### config.mk
export PLATFORM = sky130hd
export DESIGN_NAME = mem_ctrl_flat
export DESIGN_NICKNAME = d
export VERILOG_FILES = /design/src/rtl/mem_ctrl_if.sv /design/src/rtl/mem_ctrl.sv /design/src/flat_wrapper.sv
export SDC_FILE = /design/constraint.sdc
export NUM_CORES = 1
export LEC_CHECK = 0
export BUFFER_PORTS_ARGS = -buffer_cell sky130_fd_sc_hd__buf_2
export CAP_MARGIN = 15
export CORE_ASPECT_RATIO = 1.75
export CORE_UTILIZATION = 60
export CTS_CLUSTER_SIZE = 16
export DETAILED_ROUTE_END_ITERATION = 12
export PLACE_DENSITY = 0.85
export RECOVER_POWER = 25
export SLEW_MARGIN = 15
export SYNTH_ARGS = -nofsm -noshare
export SYNTH_HDL_FRONTEND = slang
export SYNTH_SLANG_ARGS = --single-unit
### constraint.sdc
create_clock -name clk_in -period 6.8 [get_ports clk_in]
set_input_delay 0.34 -clock clk_in [delete_from_list [all_inputs] [get_ports clk_in]]
set_output_delay 0.34 -clock clk_in [all_outputs]
set_load 0.01 [all_outputs]
### src/rtl/mem_ctrl_if.sv
// Bus bundle between the RAM controller, the byte-wide RAM port and its two
// requesters: the instruction-cache fetch path and the load/store path.
// The controller uses the slave view; the requesters and RAM use the master view.
interface mem_ctrl_if;
    // Byte-wide RAM port
    logic [7:0]  mem_din;
    logic [7:0]  mem_dout;
    logic [31:0] mem_a;
    logic        mem_wr;

    // Instruction-cache word fetch
    logic        IC_query_en;
    logic [31:0] IC_query_addr;
    logic        IC_data_en;
    logic [31:0] IC_data;

    // Load/store requests
    logic        LS_query_en;
    logic [31:0] LS_query_addr;
    logic        LS_wr;
    logic [1:0]  LS_size;
    logic [31:0] LS_wdata;
    logic        LS_data_en;
    logic [31:0] LS_data;

    modport slave (
        input  mem_din,
        output mem_dout, mem_a, mem_wr,
        input  IC_query_en, IC_query_addr,
        output IC_data_en, IC_data,
        input  LS_query_en, LS_query_addr, LS_wr, LS_size, LS_wdata,
        output LS_data_en, LS_data
    );

    modport master (
        output mem_din,
        input  mem_dout, mem_a, mem_wr,
        output IC_query_en, IC_query_addr,
        input  IC_data_en, IC_data,
        output LS_query_en, LS_query_addr, LS_wr, LS_size, LS_wdata,
        input  LS_data_en, LS_data
    );
endinterface

### src/rtl/mem_ctrl.sv
// Single-port RAM controller and round-robin arbiter between the instruction
// cache and the load/store unit. One requester at a time owns the byte-wide
// RAM port; the controller issues 1, 2 or 4 consecutive byte addresses,
// assembles read bytes little-endian, and acknowledges with a one-cycle pulse.
module mem_ctrl (
    input  logic      clk_in,
    input  logic      rst_in,
    input  logic      rdy_in,
    input  logic      flush_signal,
    mem_ctrl_if.slave bus
);

    typedef enum logic [1:0] {
        S_IDLE  = 2'd0,
        S_READ  = 2'd1,
        S_WRITE = 2'd2,
        S_DONE  = 2'd3
    } state_e;

    typedef enum logic {
        OWN_IC = 1'b0,
        OWN_LS = 1'b1
    } owner_e;

    // Transaction context, latched on grant
    state_e      state_q;
    owner_e      owner_q;
    owner_e      last_grant_q;
    logic [31:0] addr_q;
    logic [31:0] wdata_q;
    logic [2:0]  len_q;
    logic [2:0]  cnt_q;

    // Read assembly and pause bookkeeping
    logic [31:0] rdata_q;
    logic        restart_q;

    // Registered outputs
    logic [31:0] mem_a_q;
    logic [7:0]  mem_dout_q;
    logic        mem_wr_q;
    logic        ic_data_en_q;
    logic [31:0] ic_data_q;
    logic        ls_data_en_q;
    logic [31:0] ls_data_q;

    // Combinational helpers
    logic        grant_any;
    logic        grant_ic;
    logic [2:0]  ls_len;
    logic [2:0]  rd_cnt;
    logic [2:0]  rd_next;
    logic [1:0]  rd_prev;
    logic [31:0] rd_next_addr;
    logic [31:0] rd_word;
    logic [2:0]  wr_next;
    logic [31:0] wr_next_addr;
    logic [7:0]  wr_next_byte;

    // Arbitration: a lone requester wins; on a tie the one not granted last time wins.
    always_comb begin
        // NOTE: every output of a combinational block gets a default first so no path leaves it unassigned and infers a latch.
        grant_any = 1'b0;
        grant_ic  = 1'b0;
        ls_len    = 3'd4;
        grant_any = bus.IC_query_en | bus.LS_query_en;
        grant_ic  = bus.IC_query_en & (~bus.LS_query_en | (last_grant_q == OWN_LS));
        case (bus.LS_size)
            2'd0:    ls_len = 3'd1;
            2'd1:    ls_len = 3'd2;
            default: ls_len = 3'd4;
        endcase
    end

    // Read datapath: byte index on the bus this cycle, and the word with the
    // byte returned for the previous address merged in.
    always_comb begin
        rd_cnt       = restart_q ? 3'd0 : cnt_q;
        rd_next      = rd_cnt + 3'd1;
        rd_prev      = rd_cnt[1:0] - 2'd1;
        rd_next_addr = addr_q + {29'd0, rd_next};
        rd_word      = rdata_q;
        if (rd_cnt != 3'd0) begin
            rd_word[{rd_prev, 3'b000} +: 8] = bus.mem_din;
        end
    end

    // Write datapath: address and data for the following byte.
    always_comb begin
        wr_next      = cnt_q + 3'd1;
        wr_next_addr = addr_q + {29'd0, wr_next};
        wr_next_byte = wdata_q[{wr_next[1:0], 3'b000} +: 8];
    end

    // After a pause in READ the first ready cycle re-issues byte 0 directly;
    // all other cycles present the registered address.
    assign bus.mem_a      = (state_q == S_READ && restart_q && rdy_in) ? addr_q : mem_a_q;
    assign bus.mem_dout   = mem_dout_q;
    assign bus.mem_wr     = mem_wr_q;
    assign bus.IC_data_en = ic_data_en_q;
    assign bus.IC_data    = ic_data_q;
    assign bus.LS_data_en = ls_data_en_q;
    assign bus.LS_data    = ls_data_q;

    // Main FSM: grant, byte sequencing, completion pulse, flush abort and pause hold.
    // NOTE: asynchronous active-low reset clears every state and output register immediately, without waiting for a clock.
    always_ff @(posedge clk_in or negedge rst_in) begin
        if (!rst_in) begin
            state_q      <= S_IDLE;
            owner_q      <= OWN_IC;
            last_grant_q <= OWN_LS;
            addr_q       <= '0;
            wdata_q      <= '0;
            len_q        <= 3'd0;
            cnt_q        <= 3'd0;
            rdata_q      <= '0;
            restart_q    <= 1'b0;
            mem_a_q      <= '0;
            mem_dout_q   <= '0;
            mem_wr_q     <= 1'b0;
            ic_data_en_q <= 1'b0;
            ic_data_q    <= '0;
            ls_data_en_q <= 1'b0;
            ls_data_q    <= '0;
        end else if (flush_signal && state_q == S_READ) begin
            // Misprediction: drop the read and its partial data.
            // NOTE: sequential state uses non-blocking assignments so every register samples pre-edge values.
            state_q   <= S_IDLE;
            cnt_q     <= 3'd0;
            restart_q <= 1'b0;
            rdata_q   <= '0;
            mem_a_q   <= '0;
        end else if (!rdy_in) begin
            // Everything holds; an interrupted read is re-issued from byte 0.
            if (state_q == S_READ) begin
                restart_q <= 1'b1;
            end
        end else begin
            case (state_q)
                S_IDLE: begin
                    if (grant_any && !flush_signal) begin
                        cnt_q     <= 3'd0;
                        restart_q <= 1'b0;
                        rdata_q   <= '0;
                        if (grant_ic) begin
                            owner_q      <= OWN_IC;
                            last_grant_q <= OWN_IC;
                            addr_q       <= bus.IC_query_addr;
                            len_q        <= 3'd4;
                            mem_a_q      <= bus.IC_query_addr;
                            state_q      <= S_READ;
                        end else begin
                            owner_q      <= OWN_LS;
                            last_grant_q <= OWN_LS;
                            addr_q       <= bus.LS_query_addr;
                            wdata_q      <= bus.LS_wdata;
                            len_q        <= ls_len;
                            mem_a_q      <= bus.LS_query_addr;
                            if (bus.LS_wr) begin
                                mem_wr_q   <= 1'b1;
                                mem_dout_q <= bus.LS_wdata[7:0];
                                state_q    <= S_WRITE;
                            end else begin
                                state_q    <= S_READ;
                            end
                        end
                    end
                end

                S_READ: begin
                    restart_q <= 1'b0;
                    if (rd_cnt == len_q) begin
                        // Last byte arrives this cycle: complete.
                        cnt_q   <= 3'd0;
                        mem_a_q <= '0;
                        rdata_q <= rd_word;
                        state_q <= S_DONE;
                        if (owner_q == OWN_IC) begin
                            ic_data_en_q <= 1'b1;
                            ic_data_q    <= rd_word;
                        end else begin
                            ls_data_en_q <= 1'b1;
                            ls_data_q    <= rd_word;
                        end
                    end else begin
                        cnt_q   <= rd_next;
                        rdata_q <= rd_word;
                        mem_a_q <= (rd_next == len_q) ? 32'd0 : rd_next_addr;
                    end
                end

                S_WRITE: begin
                    if (cnt_q == len_q - 3'd1) begin
                        cnt_q        <= 3'd0;
                        mem_wr_q     <= 1'b0;
                        mem_a_q      <= '0;
                        mem_dout_q   <= '0;
                        ls_data_en_q <= 1'b1;
                        ls_data_q    <= '0;
                        state_q      <= S_DONE;
                    end else begin
                        cnt_q      <= wr_next;
                        mem_a_q    <= wr_next_addr;
                        mem_dout_q <= wr_next_byte;
                    end
                end

                S_DONE: begin
                    ic_data_en_q <= 1'b0;
                    ic_data_q    <= '0;
                    ls_data_en_q <= 1'b0;
                    ls_data_q    <= '0;
                    state_q      <= S_IDLE;
                end

                default: begin
                    state_q <= S_IDLE;
                end
            endcase
        end
    end

endmodule

### src/flat_wrapper.sv
// flat-port wrapper written by rule: the top's interface ports become plain ports
module mem_ctrl_flat 
  (clk_in, rst_in, rdy_in, flush_signal, bus_mem_din, bus_mem_dout, bus_mem_a, bus_mem_wr, bus_IC_query_en, bus_IC_query_addr, bus_IC_data_en, bus_IC_data, bus_LS_query_en, bus_LS_query_addr, bus_LS_wr, bus_LS_size, bus_LS_wdata, bus_LS_data_en, bus_LS_data);
  mem_ctrl_if bus_i ();
  input  logic clk_in;
  input  logic rst_in;
  input  logic rdy_in;
  input  logic flush_signal;
  input wire logic [$bits(bus_i.mem_din)-1:0] bus_mem_din;
  output wire logic [$bits(bus_i.mem_dout)-1:0] bus_mem_dout;
  output wire logic [$bits(bus_i.mem_a)-1:0] bus_mem_a;
  output wire logic [$bits(bus_i.mem_wr)-1:0] bus_mem_wr;
  input wire logic [$bits(bus_i.IC_query_en)-1:0] bus_IC_query_en;
  input wire logic [$bits(bus_i.IC_query_addr)-1:0] bus_IC_query_addr;
  output wire logic [$bits(bus_i.IC_data_en)-1:0] bus_IC_data_en;
  output wire logic [$bits(bus_i.IC_data)-1:0] bus_IC_data;
  input wire logic [$bits(bus_i.LS_query_en)-1:0] bus_LS_query_en;
  input wire logic [$bits(bus_i.LS_query_addr)-1:0] bus_LS_query_addr;
  input wire logic [$bits(bus_i.LS_wr)-1:0] bus_LS_wr;
  input wire logic [$bits(bus_i.LS_size)-1:0] bus_LS_size;
  input wire logic [$bits(bus_i.LS_wdata)-1:0] bus_LS_wdata;
  output wire logic [$bits(bus_i.LS_data_en)-1:0] bus_LS_data_en;
  output wire logic [$bits(bus_i.LS_data)-1:0] bus_LS_data;
  assign bus_i.mem_din = bus_mem_din;
  assign bus_mem_dout = bus_i.mem_dout;
  assign bus_mem_a = bus_i.mem_a;
  assign bus_mem_wr = bus_i.mem_wr;
  assign bus_i.IC_query_en = bus_IC_query_en;
  assign bus_i.IC_query_addr = bus_IC_query_addr;
  assign bus_IC_data_en = bus_i.IC_data_en;
  assign bus_IC_data = bus_i.IC_data;
  assign bus_i.LS_query_en = bus_LS_query_en;
  assign bus_i.LS_query_addr = bus_LS_query_addr;
  assign bus_i.LS_wr = bus_LS_wr;
  assign bus_i.LS_size = bus_LS_size;
  assign bus_i.LS_wdata = bus_LS_wdata;
  assign bus_LS_data_en = bus_i.LS_data_en;
  assign bus_LS_data = bus_i.LS_data;
  mem_ctrl u_core (.clk_in(clk_in), .rst_in(rst_in), .rdy_in(rdy_in), .flush_signal(flush_signal), .bus(bus_i));
endmodule
# --- After elaboration in Yosys (flattened, before gate mapping) ---
# Index checks and enable logic that the tools add are counted.
classes:
  n_eq_ne: 18
  bitwise_logic: 6
  addsub: 7
  mux: 62
  reduce_logical: 25
  shift: 3
op_table:
  columns: ["op", "count"]
  rows:
  - ["32-bit 2-to-1 mux", 17]
  - ["32-bit case mux with 3 select lines", 2]
  - ["32-bit case mux with 2 select lines", 2]
  - ["32-bit by 3-bit adder with 32-bit output", 2]
  - ["32-bit bitwise mux", 1]
  - ["8-bit 2-to-1 mux", 4]
  - ["8-bit by 7-bit variable shift with 32-bit output, first input constant", 1]
  - ["32-bit by 6-bit variable part select with 8-bit output", 1]
  - ["8-bit by 7-bit variable part select with 32-bit output", 1]
  - ["3-bit 2-to-1 mux", 7]
  - ["8-bit case mux with 2 select lines", 1]
  - ["1-bit 2-to-1 mux", 14]
  - ["2-bit 2-to-1 mux", 7]
  - ["6-bit AND reduction", 2]
  - ["3-bit nonzero test", 4]
  - ["5-bit AND reduction", 2]
  - ["3-bit equality test", 3]
  - ["3-bit case mux with 3 select lines", 1]
  - ["3-bit AND reduction", 3]
  - ["2-bit inequality test, second input constant", 4]
  - ["2-bit case mux with 4 select lines", 1]
  - ["4-bit AND reduction", 2]
  - ["5-bit negator with 7-bit output", 1]
  - ["7-bit AND reduction", 1]
  - ["20 further kinds", 37]
totals:
  input_bits: 113
  register_bits: 214

# --- Longest topological paths before layout ---
logic_depth:
  depth_word: 9
  depth_mapped: 13
  mapped_depth_nobuf: 11

# --- Least setup slack after synthesis ---
# Ideal clock, no wire load.
synth_timing:
  kind: "register to register"
  start: "register u_core.cnt_q[1]"
  end: "register u_core.mem_a_q[30]"
  stages_incl_launch_ff: 13
  path_slack_ns: 3.846
  n_path_buf: 1
  t_arrival_ns: 2.828
  synth_period_minus_slack_ns: 2.954
  cell_sequence: "dfrtp_1 > buf_2 > nor2b_1 > ha_1 > inv_1 > fa_1 > a21oi_1 > nor3_1 > nand2b_1 > nor2_1 > xnor2_1 > o22ai_1 > a221o_1"
synth_between:
  elab_chain_len: 8
  elab_cells_between_ends: 14
synth_rtl:
  columns: ["element", "line_no", "text"]
  rows:
  - ["start, declared", "mem_ctrl.sv:32", "logic [2:0] cnt_q;"]
  - ["start signal, assigned", "mem_ctrl.sv:186", "cnt_q <= rd_next;"]
  - ["start signal, assigned", "mem_ctrl.sv:202", "cnt_q <= wr_next;"]
  - ["3-bit 2-to-1 mux", "mem_ctrl.sv:78", "rd_cnt = restart_q ? 3'd0 : cnt_q;"]
  - ["3-bit by 1-bit adder with 3-bit output", "mem_ctrl.sv:79", "rd_next = rd_cnt + 3'd1;"]
  - ["32-bit by 3-bit adder with 32-bit output or 3-bit equality test (tied branches)", "mem_ctrl.sv:81, mem_ctrl.sv:188", null]
  - ["32-bit 2-to-1 mux", "mem_ctrl.sv:188", "mem_a_q <= (rd_next == len_q) ? 32'd0 : rd_next_addr;"]
  - ["32-bit 2-to-1 mux", "mem_ctrl.sv:172", "if (rd_cnt == len_q) begin"]
  - ["32-bit case mux with 3 select lines (*)", "mem_ctrl.sv:139", "case (state_q)"]
  - ["32-bit 2-to-1 mux (*)", "mem_ctrl.sv:133", "end else if (!rdy_in) begin"]
  - ["32-bit 2-to-1 mux (*)", "mem_ctrl.sv:125", "end else if (flush_signal && state_q == S_READ) begin"]
  - ["end signal, assigned", "mem_ctrl.sv:150", "mem_a_q <= bus.IC_query_addr;"]
  - ["end signal, assigned", "mem_ctrl.sv:158", "mem_a_q <= bus.LS_query_addr;"]
  - ["end signal, assigned", "mem_ctrl.sv:188", null]
  - ["end, declared", "mem_ctrl.sv:39", "logic [31:0] mem_a_q;"]
# Mark *: on every way between the ends. The rest lies on a longest branch, timed or not. The select of a mux whose other input is x is not followed.
# A chain may end at the register's enable or synchronous reset.

# --- Worst setup path in the final report ---
layout_timing:
  start: "register u_core.cnt_q[0]"
  end: "register u_core.mem_a_q[30]"
# Same word-level chain as after synthesis.

==> flow_summary.ini <==
[yosys]
async_reset_ff_share_pct = 100.0
ys_ff_latch = 214
yosysMostFrequentCell = dfrtp_1
synth_seq_area_share_pct = 46.18
synth_enable_flop_cells = 0
postSynthCellCount = 1175
synthTopCellsByCount = dfrtp_1 (213), nand2_1 (199), o21ai_0 (82), mux2_2 (64), o31ai_1 (59)
ys_types = 68
synth_area_leader_cell = dfrtp_1
netlist_area_mm2 = 0.01160
ys_warn_count = 0
syn_nets = 1305
synth_flop_cell = dfrtp_1
yosysTopAreaCellShare_pct = 45.95
syn-mean-instance-area_um2 = 9.872
synth.area.top_cells = dfrtp_1 (46%), nand2_1 (6.4%), mux2_2 (6.2%)

[sta]
slew_headroom_pct = 24.25
clock.fmax_mhz = 249.0
setup_viol = 0
min_period_over_period_pct = 59.06
tightest_slew_ns = 1.134
min_period_ns = 4.016
clock_skew_ns = 0.01751
worst_slack_ns = 2.784
hold_viol_final = 0
drv_slew = 0
rsz0062_at_grt = false
tns_ns = 0

[worst_setup_path]
cp_slowest_cell = dfrtp_1
cp.required_ns = 7.19
cp_cell_sequence = nand2b_1 -> ha_1 -> inv_1 -> fa_1 -> a21oi_1 -> nor3_1 -> nand2b_1 -> nor2_1 -> xnor2_1 -> o22ai_1 -> a221o_1
cp-start-kind = flip-flop
critPathMaxFanout = 20
crit_arrival_ns = 4.40
cp_common_cell = nand2b_1
max_stage_delay_ns = 0.94
crit_type = reg2reg
worstSetupEndpointType = flip-flop

[global_routing]
grt_usage_pct = 33.62
gr-total-overflow = 0
grt_pass1_wl_um = 52060
antenna_found_initial = 2
grt_pass1_vias = 10460
grt_max_degree = 104

[clock_network]
cts.sinks = 214
postCtsHoldBufs = 1
cts_max_level = 1
cts_resized = 0
cts_tree = done
cts_setup_buffers = 0
cts_made_buffers = 21
cts.path.max_buffers = 3
insertion_delay_ns = 0.51
clk_pin_slew_worst_paths_ns = 0.07
cts_root_buf = clkbuf_16

[placed_design]
place_congestion = 0.9502
dp_slack_ns = 2.888
portBuffers = 219
dp.cells = 1559
place_hpwl_um = 22780

[floorplanning]
die_area_mm2 = 0.01991
die_h_um = 185.9
core_mm2 = 0.01875
start_util_pct = 61.88
fp-row-count = 66
die_w_um = 107.1
floorplan.io_pins = 220

[power]
ir_drop_v = 0.0003221
total_power_mw = 5.751
powerDensity_mw_per_mm2 = 423.6
leakage_nw = 6.249

[drt]
vias = 10230
drt_iter0_drc = 701
wire_per_inst_um = 20.99
first_pass_iters = 5
totalWireLength_um = 33560
drcViolationCount = 0
viasPerCell = 6.398
ant_nets = 0

[layout]
final_cell_count_no_fill = 1599
final_nets = 1475
syn_to_final_growth_pct = 17.02
fin_util_pct = 72.41
final_layout_size_suffix_gt1_share_pct = 24.80

[outcome]
status = completed

[job]
drv_cap = 0

[min_path]
holdCritPathClass = in2reg
## kinds of logic after synthesis
group                    synth area share [%]
AND/OR/NAND/NOR                         14.03
AO/OA/AOI/OAI                           19.37
flip-flops                              46.18
multiplexers                            12.25
buffers and inverters                   4.034
XOR/XNOR                                2.168
adder cells (fa/ha/maj)                 1.963
## worst max-delay path, delay by kind of cell (launching register included)
family          cells  cell delay [ns]
compound gates      3             0.97
flops               1             0.94
simple gates        4             0.90
fa+ha+maj           2             0.84
xor+xnor            1             0.14
buf+inv             1             0.09
## sequential cells by signal (all words and copies together) (netlist names), 2 cells and up
name and cells:
u_core.bus.IC_data 32, u_core.bus.mem_dout 8, u_core.rdata_q 32, u_core.cnt_q 3
u_core.wdata_q 32, u_core.state_q 2, u_core.addr_q 32, u_core.mem_a_q 32
u_core.bus.LS_data 32, u_core.len_q 3
## layer usage
layer	GRT usage (%)	up-vias	routed length, um
met5	0	-	0
met4	24.22	0	2387
met3	3.256	157	1719
met2	61.99	483	17930
met1	35.19	4989	11520
li1	-	4602	-
## stage by stage
| step | hold WS (ns) | instance area (um2) |
|---|---|---|
| after floorplan | 0.04441 | 11600 |
| after global placement | 0.4455 | 12760 |
| after detailed placement | 0.4567 | 12760 |
| after CTS | 0.04874 | 13610 |
| after global routing | 0.05664 | 13570 |
| final | 0.05764 | 13570 |
## worst paths after layout
path | slack [ns] | end | start | depth (start not counted)
max | 2.78 | u_core.mem_a_q[30] | u_core.cnt_q[0] | 11
min | 0.06 | u_core.wdata_q[10] | bus_LS_wdata[10] | 2
max reg2reg | 2.78 | u_core.mem_a_q[30] | u_core.cnt_q[0] | 11
min reg2reg | 0.48 | u_core.bus.LS_data_en | u_core.bus.LS_data_en | 2
max in group asynchronous | 5.04 | u_core.rdata_q[10] | rst_in | 3
min in group asynchronous | 0.49 | u_core.bus.LS_data[6] | rst_in | 2
## cells in the final DEF (no fill, tap or decap), types with 7 or more instances in the layout
cell	count
dfrtp_1	213
nand2_1	198
buf_2	186
o21ai_0	82
mux2_2	64
o31ai_1	59
a21oi_1	53
mux2i_1	52
nor2_1	42
clkbuf_1	33
a22o_1	25
inv_1	21
o221ai_1	21
clkbuf_16	21
nand3_1	19
xnor2_1	17
nor2b_1	16
buf_4	16
ha_1	15
nand2b_1	14
and3_1	14
nor3_1	14
o211ai_1	11
xor2_1	9
nand4_1	9
mux4_2	8
a21o_1	8
bufinv_16	8
and2_1	7
a32o_1	7
## final cells by class
cell class              count  area (um2)
clock inverters            14       292.8
flip-flops and latches    214        5356
repair buffers            236        1195
well taps                 238       297.8
clock buffers              23       543.0
diodes                      2       5.005
fillers                  1375        5171
multi-input cells         851        5806
inverters                  21       78.83
## power by group
part	internal (mW)	switching (mW)
logic	0.911	1.41
registers	1.64	0.384
clock network	0.887	0.518
total	3.44	2.31
Note: power is estimated with default switching activity, not from simulation.
